`config.mk`:
```
export PLATFORM = sky130hd
export DESIGN_NAME = serial_subtractor
export DESIGN_NICKNAME = d
export VERILOG_FILES = /design/src/rtl/serial_subtractor.sv
export SDC_FILE = /design/constraint.sdc
export NUM_CORES = 1
export LEC_CHECK = 0
export ABC_AREA = 1
export CAP_MARGIN = 20
export CORE_UTILIZATION = 40
export DETAILED_ROUTE_END_ITERATION = 6
export PLACE_DENSITY = 0.67
export SYNTH_ARGS = -nofsm -noshare
export SYNTH_HDL_FRONTEND = slang
export SYNTH_SLANG_ARGS = --single-unit
```
`constraint.sdc`:
```
create_clock -name clk -period 1.98 [get_ports clk]
set_input_delay 0.297 -clock clk [delete_from_list [all_inputs] [get_ports clk]]
set_output_delay 0.297 -clock clk [all_outputs]
set_load 0.05 [all_outputs]
```
`src/rtl/serial_subtractor.sv`:
```
// serial_subtractor: bit-serial LSB-first a - b with start/busy/done handshake and a serial difference stream
// Ports: clk, reset (sync, active-high); start, a, b in; busy, done, diff, borrow, serial_out, serial_valid out.
module serial_subtractor #(
  parameter int WIDTH = 8
) (
  input  logic             clk,
  input  logic             reset,
  input  logic             start,
  input  logic [WIDTH-1:0] a,
  input  logic [WIDTH-1:0] b,
  output logic             busy,
  output logic             done,
  output logic [WIDTH-1:0] diff,
  output logic             borrow,
  output logic             serial_out,
  output logic             serial_valid
);
  localparam int CW = $clog2(WIDTH + 1);
  localparam logic [1:0] IDLE  = 2'd0;
  localparam logic [1:0] SHIFT = 2'd1;
  localparam logic [1:0] DONE  = 2'd2;
  localparam logic [CW-1:0] LAST = CW'(WIDTH - 1);
  logic [1:0]       state;
  logic [WIDTH-1:0] ra, rb, rd;
  logic [CW-1:0]    cnt;
  logic             bf, d, bo;
  always_comb begin
    d  = ra[0] ^ rb[0] ^ bf;
    bo = (~ra[0] & rb[0]) | (~(ra[0] ^ rb[0]) & bf);
  end
  assign busy         = state != IDLE;
  assign done         = state == DONE;
  assign serial_valid = state == SHIFT;
  assign serial_out   = serial_valid & d;
  always_ff @(posedge clk) begin
    if (reset) begin
      state  <= IDLE;
      ra     <= '0;
      rb     <= '0;
      rd     <= '0;
      cnt    <= '0;
      bf     <= 1'b0;
      diff   <= '0;
      borrow <= 1'b0;
    end else if (state == IDLE) begin
      if (start) begin
        state <= SHIFT;
        ra    <= a;
        rb    <= b;
        rd    <= '0;
        cnt   <= '0;
        bf    <= 1'b0;
      end
    end else if (state == SHIFT) begin
      ra  <= ra >> 1;
      rb  <= rb >> 1;
      rd  <= {d, rd[WIDTH-1:1]};
      bf  <= bo;
      cnt <= cnt + 1'b1;
      // final slice: publish the full result so it is already valid during DONE
      if (cnt == LAST) begin
        state  <= DONE;
        diff   <= {d, rd[WIDTH-1:1]};
        borrow <= bo;
      end
    end else begin
      state <= IDLE;
    end
  end
endmodule

```
# Yosys cells after proc, flatten, opt, wreduce, memory -nomap -nowiden
# Cells that the tools add are included.
# Widths: inputs -> output; s select.
dict set report totals {
  regBits 40
}
dict set report classes {
  muxes 19
  n_eq_ne 5
  reduce_logical 6
  bitwise_logic 9
  add_sub_neg 1
}
# cell n
set ops {}
lappend ops {{$mux 8} 9}
lappend ops {{$mux 4} 3}
lappend ops {{$mux 2} 4}
lappend ops {{$add 4x1->4 const B} 1}
lappend ops {{$eq 4x3->1 const B} 1}
lappend ops {{$reduce_and 2->1} 2}
lappend ops {{$reduce_bool 2->1} 2}
lappend ops {{$and 1x1->1} 3}
lappend ops {{$mux 1} 3}
lappend ops {{$ne 3x1->1 const B} 1}
lappend ops {{$not 1->1} 3}
lappend ops {{$reduce_and 3->1} 1}
lappend ops {{$eq 2x1->1 const B} 1}
lappend ops {{$eq 2x2->1 const B} 1}
lappend ops {{$logic_not 2->1} 1}
lappend ops {{$ne 2x2->1 const B} 1}
lappend ops {{$xor 1x1->1} 2}
lappend ops {{$or 1x1->1} 1}

# Depth between registers and ports, before layout
dict set report logic_depth {
  word_depth 6
  ltp_mapped 8
}

# Worst setup path before layout
# No wires, ideal clock.
dict set report synth_path {
  path_type {flip-flop to output port}
  startpoint {register rb[0]}
  endpoint {output serial_out}
  t_required_ns 1.683
  slack_ns 0.425
  t_arrival_ns 1.258
  stages_incl_launch_ff 5
  cell_sequence {dfxtp_1 -> inv_1 -> fa_1 -> nand2_1 -> inv_1}
}
dict set report synth_via {
  elab_chain_len 3
}
# item line_no
set synth_lines {}
lappend synth_lines {{start, declared} 24} ;# logic [WIDTH-1:0] ra, rb, rd;
lappend synth_lines {{start signal, assigned} 56} ;# rb <= rb >> 1;
lappend synth_lines {{$xor 1x1->1 (2 in a row)} 28} ;# d = ra[0] ^ rb[0] ^ bf;
lappend synth_lines {{via d} 26} ;# logic bf, d, bo;
lappend synth_lines {{$and 1x1->1} 34} ;# assign serial_out = serial_valid & d;
lappend synth_lines {{end, declared} 15} ;# output logic serial_out,
# The timed path passes the listed nets, and every way through them passes these cells.

# Worst setup path in the final report
# Same ends and word-level chain as after synthesis.

==> results.py <==
metrics = {
    "clock_network": {
        "clockBufferDepth": 2,
        "path_clk_slew_ns": 0.08,
        "cts_made_buffers": 5,
        "cts_tree": "done",
        "cts_hold_buf": 0,
        "htreeDepth": 2,
        "clock_sinks": 39,
        "worst_skew_pair.late_latency_ns": 0.29,
        "clockRootBuffer": "clkbuf_8",
        "postCtsSetupRepairBufs": 0,
    },
    "placed_design": {
        "placed_cells_incl_taps": 315,
        "io_buffer_count": 31,
        "hpwl_um": 2540,
        "place_ws_ns": 0.370,
        "place.gp.congestion": 0.755,
    },
    "critical_path": {
        "cp.arrival_ns": 1.56,
        "crit_start": "rb[0]",
        "cp-endpoint": "serial_out",
        "r2r_slack_ns": 0.36,
        "crit_type": "reg -> out",
        "r2r_cells": 6,
        "endpoint_kind": "output pin",
        "cp_max_fo": 2,
        "required_ns": 1.68,
        "crit_path_start_kind": "flop",
        "r2r_start": "cnt[0]",
        "r2r_end": "diff[5]",
    },
    "sta": {
        "worstMarginPinSlew_ns": 0.505,
        "timing.final.ws_setup_ns": 0.125,
        "finalCritPeriodShare_pct": 93.7,
        "finalHoldViolCount": 0,
        "skew_ns": 0.00540,
        "setup-violations-final": 0,
        "fmax_mhz": 539,
        "tns_ns": 0,
        "rsz0062_at_grt": "false",
        "finalCriticalPeriod_ns": 1.86,
        "finalHoldWorstSlack_ns": 0.464,
        "relSlewSlack_pct": 66.3,
        "drv_slew": 0,
    },
    "outcome": {
        "status": "completed",
    },
    "route": {
        "vias": 1522,
        "drc": 0,
        "drt_iter0_markers": 76,
        "wl_um": 3640,
        "detail-route-antenna-nets": 0,
        "drtPass1Iterations": 5,
        "wl_per_cell_um": 11.3,
        "vias_per_cell": 4.71,
    },
    "floorplanning": {
        "start_util_pct": 41.6,
        "row_count": 24,
        "die-area_um2": 4760,
        "die_x_um": 69.0,
        "core-area_um2": 4320,
        "chipHeight_um": 69.0,
        "ios": 32,
    },
    "global_route": {
        "grt_usage_pct": 17.3,
        "grt_pass1_wl_um": 6730,
        "first_global_vias": 1485,
        "antenna_found_initial": 0,
        "overflow": 0,
        "grt_max_degree": 19,
    },
    "power_and_ir_drop": {
        "powerDensity_nw_per_um2": 817,
        "power_leakage_nw": 0.926,
        "ir_drop_mv": 0.529,
    },
    "cells_and_area": {
        "n_antenna_cell": 0,
        "fillers": 435,
        "area_growth_pct": 27.9,
        "layout_common_cells": "nand2_1 (65), dfxtp_1 (39), nor2_1 (27), clkdlybuf4s50_1 (27), nand3_1 (24)",
        "drive_above_1_share_pct": 21.8,
        "final_common_cell": "nand2_1",
        "finalCoreUtilization_pct": 53.1,
        "stdcell_count": 323,
        "fin_nets": 291,
    },
    "yosys": {
        "ys_warn_count": 0,
        "synth_cell_types": 23,
        "netlist_area_um2": 1800,
        "syn_area_per_cell_um2": 7.65,
        "synthCells": 235,
        "ys_ff_latch": 39,
        "ys_seq_area_share_pct": 43.5,
        "syn_nets": 256,
    },
    "min_path": {
        "hold_path_class": "reg -> reg",
    },
    "flow_run": {
        "maxCapViolations": 0,
    },
}
-- logic make-up after synthesis --
group | count (synthesis) | share of synthesized area (%)
compound gates | 29 | 10.7
fa+ha+maj | 2 | 1.81
buf+inv | 24 | 8.57
flops | 39 | 43.5
simple gates | 141 | 35.4
-- critical path: stages (launching register included) --
cell     delay [ns]
dfxtp_1        0.34
inv_1          0.06
fa_1           0.53
nand2_1        0.11
inv_2          0.09
buf_12         0.13
-- per-layer routing --
metal / vias to the layer above / track usage [%] / routed length, um
met5: - / 0 / 0
met4: 0 / 4.76 / 34
met3: 4 / 5.12 / 176
met2: 34 / 27.3 / 1640
met1: 675 / 23.1 / 1790
li1: 809 / - / -
-- sequential cells by signal, indices dropped and copies added, names as in the netlist --
name / flops
bf: 1
cnt: 4
diff: 8
state: 2
ra: 8
rd: 7
rb: 8
borrow: 1
-- metrics by stage --
stage	power, mW	area, um2
2_1_floorplan	1.02	1800
3_3_place_gp	1.11	2160
3_5_place_dp	1.11	2160
4_1_cts	1.89	2300
5_1_grt	1.96	2300
6_report	1.88	2300
-- cells in the mapped netlist, drive strengths merged --
| library cell | number | area, um2 |
|---|---|---|
| nand2 | 69 | 269 |
| nor2 | 48 | 248 |
| dfxtp | 39 | 781 |
| nand3 | 24 | 120 |
| a21oi | 23 | 149 |
| inv | 12 | 47.6 |
| buf | 8 | 87.6 |
| o21ai | 5 | 36.3 |
| clkbuf | 4 | 18.8 |
| a21boi | 1 | 7.51 |
| fa | 1 | 20.0 |
| ha | 1 | 12.5 |
-- repair_timing --
| action | in CTS | in global routing |
|---|---|---|
| endpoints found under the hold margin | 0 | 0 |
| gates resized for setup | 0 | 1 |
| endpoints found under the setup margin | 0 | 1 |
-- how the worst min path moves through the flow --
stage | cells past startpoint | end | slack, ns | startpoint
detailed placement | 2 | diff[4] | 0.46 | diff[4]
finish | 2 | diff[0] | 0.46 | diff[0]
global placement | 2 | bf | 0.45 | bf
global route | 2 | diff[0] | 0.48 | diff[0]
CTS | 2 | diff[4] | 0.47 | diff[4]
floorplan | 1 | diff[5] | 0.36 | reset
-- area by class of cell --
cell class / instances / area [um2] / area share [%]
inverter: 12 / 47.5 / 2.07
timing repair buffer: 40 / 405 / 17.6
clock inverter: 3 / 67.6 / 2.94
multi-input combinational: 172 / 862 / 37.5
clock buffer: 5 / 68.8 / 3.00
tap: 52 / 65.1 / 2.83
sequential: 39 / 781 / 34.0
-- power breakdown --
part / leakage (nW) / switching [mW] / internal, mW
clock network: 0.0644 / 0.283 / 0.502
logic: 0.544 / 0.136 / 0.112
registers: 0.318 / 0.0247 / 0.818
Note: power is estimated with default switching activity, not from simulation.
==> RTL edit 1: new RTL, same flow settings <==
Put a register stage on the outputs `busy`, `done` and `serial_out`, with the module's reset. The values now appear one clock later. The other outputs are not delayed to match.
--- a/src/rtl/serial_subtractor.sv
+++ b/src/rtl/serial_subtractor.sv
@@ -29,8 +29,16 @@
     bo = (~ra[0] & rb[0]) | (~(ra[0] ^ rb[0]) & bf);
   end
-  assign busy         = state != IDLE;
-  assign done         = state == DONE;
   assign serial_valid = state == SHIFT;
-  assign serial_out   = serial_valid & d;
+  always_ff @(posedge clk) begin
+    if (reset) begin
+      busy       <= '0;
+      done       <= '0;
+      serial_out <= '0;
+    end else begin
+      busy       <= state != IDLE;
+      done       <= state == DONE;
+      serial_out <= serial_valid & d;
+    end
+  end
   always_ff @(posedge clk) begin
     if (reset) begin
Behaviour: not the same (Yosys sat finds a counterexample within 4 cycles, from zero or initial values and one cycle with reset high).
==> RTL edit 1 against the unedited design <==
Hold slack got worse by 0.00062 ns. Non-clock buffer count down 3. Total power down 4.6%. Utilization decreased by 1.8 points. Sequential share of layout area rose by 3.3 points. Area after synthesis increased by 1.7%. Critical path depth shrank 4. Sequential cell count up 3. Routed wire length increased by 2.0%. Worst setup slack improved by 0.11 ns. First-iteration DRC count is 89% higher. Maximum frequency grew 6.3%. Final area decreased by 2.0%. Global-route usage decreased by 0.10 points. Largest cell class is now flip-flops and latches. Highest routed layer unchanged.
==> RTL edit 1: results (changes against the unedited design) <==
[detailed_routing]
first_pass_iters=4  ; -1
vias_per_cell=4.749  ; +0.79%
wl_met2_um=1612  ; -1.6%
wl_per_cell_um=11.49  ; +2.0%
wl_met3_um=134  ; -24%
wl_met1_um=1907  ; +6.6%
drtIter0Drc=144  ; +89%

[worst_hold_path]
hp-start=diff[2]$_SDFFE_PP0P_
min_path_type=reg -> reg

[layout]
drive_gt1_share_pct=13.28  ; -8.5 points
fin_nets=291  ; unchanged
reg_top3=diff (8), ra (8), rb (8)
design_area_um2=2252  ; -2.0%
num-fill-cells=444  ; +2.1%

[synth]
synth_compound_area_share_pct=9.658  ; -1.1 points
synthesis.nets=260  ; +1.6%
synth-async-reset-ratio_pct=0  ; unchanged
muxShareOfSynthArea_pct=0  ; unchanged
synth_top_cells_by_count=nand2_1 (58), nor2_1 (48), dfxtp_1 (42), nand3_1 (23), a21oi_1 (12)
synthXorXnorAreaFrac_pct=0  ; unchanged
yosys-top-cells-area=dfxtp_1 (46%), nand2_1 (12%), nor2_1 (9.9%)
synthAdderAreaFrac_pct=1.781  ; -0.030 points
synth.distinct_cells=22  ; -4.3%
yosysSeqAreaShare_pct=46.03  ; +2.6 points

[power_and_ir_drop]
p_leak_nw=0.9242  ; -0.23%
p_seq_mw=0.903  ; +7.2%
peakVddDrop_mv=0.5009  ; -5.2%
power.internal_mw=1.348  ; -5.9%
combPwrFrac_pct=11.9  ; -1.3 points

[place]
dp_hpwl_um=2466  ; -3.0%
place_congestion=0.7527  ; -0.30%
placed_area_um2=2142  ; -0.87%

[global_routing]
grt_first_pass_wirelength_um=6548  ; -2.8%
grt_max_degree=23  ; +4
grt_pass1_vias=1432  ; -3.6%
grtUsageTotal_pct=17.23  ; -0.10 points

[critical_path]
slowest_delay_ns=0.81  ; +0.28 ns
cp_slowest_cell=clkdlybuf4s50_1
rr_startpoint=state[0]$_SDFFE_PP0P_
crit_start=diff[7]$_SDFFE_PP0P_
arrival_ns=1.45  ; -0.11 ns
crit_family=buffers and inverters

[timing]
relSlewSlack_pct=66.55  ; +0.30 points
fin_skew_ns=0.007162  ; +0.001761 ns

[outcome]
status=complete, no violations

[clocking]
post_cts_resized=0  ; unchanged

RTL edit 1: worst paths after layout:
check	slack (ns)	endpoint	cells past startpoint
worst max-delay path	0.24	diff[7]	1
worst min-delay path	0.46	diff[2]$_SDFFE_PP0P_	2
worst max register to register	0.38	rb[0]$_SDFFE_PP0P_	7
worst min register to register	0.46	diff[2]$_SDFFE_PP0P_	2
RTL edit 1: per-stage QoR:
| stage | utilization (%) | worst slack, ns | power [mW] | cells |
|---|---|---|---|---|
| 2_1_floorplan | - | 0.7399 | 1.073 | 239 |
| 3_3_place_gp | 48.86 | 0.4072 | 1.135 | 315 |
| 3_5_place_dp | 48.86 | 0.3750 | 1.136 | 315 |
| 4_1_cts | 51.37 | 0.2229 | 1.807 | 323 |
| 5_1_grt | 51.37 | 0.1682 | 1.888 | 323 |
| 6_report | 51.37 | 0.2350 | 1.790 | 323 |
RTL edit 1: layer usage:
layer | GRT usage [%] | up-vias
met5 | 0 | -
met3 | 4.360 | 5
met4 | 6.122 | 0
li1 | - | 818
met2 | 26.21 | 22
met1 | 23.64 | 689
RTL edit 1: cells by family after synthesis:
logic type,Yosys count
flip-flops,42
buffers and inverters,25
adder cells (fa/ha/maj),2
AO/OA/AOI/OAI,28
AND/OR/NAND/NOR,142
RTL edit 1: layout make-up:
| type | count | area (µm²) | share of cell area [%] |
|---|---|---|---|
| flip-flops and latches | 42 | 840.8 | 37.33 |
| multi-input cells | 172 | 825.8 | 36.67 |
| repair buffers | 37 | 365.4 | 16.22 |
| clock buffers | 6 | 72.57 | 3.222 |
| well taps | 52 | 65.06 | 2.889 |
| inverters | 12 | 45.04 | 2.000 |
| clock inverters | 2 | 37.54 | 1.667 |
==> RTL edit 2: new RTL, same settings <==
Without the edit above. `WIDTH`: 8 -> 4.
--- a/src/rtl/serial_subtractor.sv
+++ b/src/rtl/serial_subtractor.sv
@@ -2,5 +2,5 @@
 // Ports: clk, reset (sync, active-high); start, a, b in; busy, done, diff, borrow, serial_out, serial_valid out.
 module serial_subtractor #(
-  parameter int WIDTH = 8
+  parameter int WIDTH = 4
 ) (
   input  logic             clk,
Ports: changed (resized a, b and diff); port bits go from 32 to 20. The function was not compared with the original's and may differ.
==> RTL edit 2 against the unedited design <==
Worst setup slack worse by 0.023 ns. Clock skew down 0.0045 ns. Hold slack better by 0.0078 ns. Clock power is 55% lower. Final area decreased by 45%. Routed wire length is 46% lower. Utilization up 2.3 points. Sequential cell count fell by 17. Critical path depth unchanged. Area after synthesis shrank 44%. Total power decreased by 48%. Non-clock buffer count down 18. Synthesized cell count decreased by 42%.
==> RTL edit 2: results (changes against the unedited design) <==
[synth]
yosysSeqAreaShare_pct=43.84  ; +0.38 points
synth.distinct_cells=20  ; -13%
yosys-top-cells-area=dfxtp_1 (44%), nand2_1 (13%), inv_1 (7.1%)
avgSynthCellArea_um2=7.388  ; -3.4%
synthesis.nets=150  ; -41%

[critical_path]
arrival_ns=1.58  ; +0.02 ns
slowest_delay_ns=0.55  ; +0.02 ns

[clocking]
root_buffer=clkbuf_4
insertion_delay_ns=0.31  ; +0.02 ns
path_clk_slew_ns=0.13  ; +0.05 ns
cts_buffers=3  ; -2

[outcome]
status=complete, no violations

[place]
port_buffers=19  ; -39%
dp_hpwl_um=1402  ; -45%
placedCellCount=180  ; -43%
place_congestion=0.7565  ; +0.20%

[timing]
worst_slew_pin_slew_ns=0.5025  ; -0.002136 ns
fin_skew_ns=0.0008640  ; -0.004537 ns

[power_and_ir_drop]
peakVddDrop_mv=0.5966  ; +13%
p_clk_mw=0.351  ; -55%
power.switching_mw=0.2429  ; -45%
p_leak_nw=0.5602  ; -40%
sw_frac_of_total_pct=24.74  ; +1.1 points
comb-power_mw=0.153  ; -38%

[detailed_routing]
wl_met3_um=105  ; -40%
wl_per_cell_um=10.62  ; -5.7%
wl_met2_um=871  ; -47%
wl_met1_um=958  ; -46%
first_pass_iters=4  ; -1
wl_um=1954  ; -46%
vias_per_cell=4.609  ; -2.2%
drtIter0Drc=14  ; -82%

[layout]
reg_top3=diff (4), ra (4), rb (4)
drive_gt1_share_pct=14.10  ; -7.7 points
num-fill-cells=230  ; -47%
fin_nets=171  ; -41%

[global_routing]
grt_max_degree=18  ; -1
antenna_found_initial=0  ; unchanged
grtUsageMet3_pct=6.140  ; +1.0 points
grtUsageTotal_pct=16.86  ; -0.47 points
grt_first_pass_wirelength_um=3270  ; -51%
grtUsageMet2_pct=27.56  ; +0.27 points
met1_usage_pct=20.25  ; -2.8 points
grt_pass1_vias=767  ; -48%

-- RTL edit 2: changes by cell type in the layout (fill, tap and decap cells not counted), sizes merged, moves of 2 or more --
cell,unedited run,this run
nor2,48,11
clkbuf,5,3
a21oi,23,15
nand2,69,35
dfxtp,39,22
inv,12,20
clkdlybuf4s50,27,15
buf,13,7
o21ai,5,9
nand3,24,8
or2,0,6
-- RTL edit 2: area by class of cell --
| cell class | count | area, µm² | share of cell area (%) |
|---|---|---|---|
| well taps | 28 | 35.03 | 2.750 |
| flip-flops and latches | 22 | 442.9 | 34.77 |
| clock inverters | 1 | 30.03 | 2.358 |
| clock buffers | 3 | 22.52 | 1.768 |
| repair buffers | 22 | 227.7 | 17.88 |
| inverters | 20 | 77.57 | 6.090 |
| multi-input cells | 88 | 437.9 | 34.38 |
-- RTL edit 2: cells by family after synthesis --
family                   Yosys count  share of synthesized area, %
AND/OR/NAND/NOR                   61                         26.40
AO/OA/AOI/OAI                     24                         12.70
adder cells (fa/ha/maj)            3                         4.483
buffers and inverters             26                         12.58
flip-flops                        22                         43.84
-- RTL edit 2: worst min-delay path: cells and delay by family, from the launching register on --
| kind | cells | cell delay [ns] |
|---|---|---|
| flip-flops | 1 | 0.34 |
| AND/OR/NAND/NOR | 1 | 0.06 |
| AO/OA/AOI/OAI | 1 | 0.05 |
-- RTL edit 2: final timing paths --
check	startpoint	end	slack (ns)	cells past startpoint
worst max-delay path	rb[0]$_SDFFE_PP0P_	serial_out	0.10	5
worst min-delay path	rd[1]$_SDFFE_PP0P_	rd[1]$_SDFFE_PP0P_	0.47	2
worst max register to register	cnt[0]$_SDFFE_PP0P_	diff[0]$_SDFFE_PP0P_	0.72	7
worst min register to register	rd[1]$_SDFFE_PP0P_	rd[1]$_SDFFE_PP0P_	0.47	2
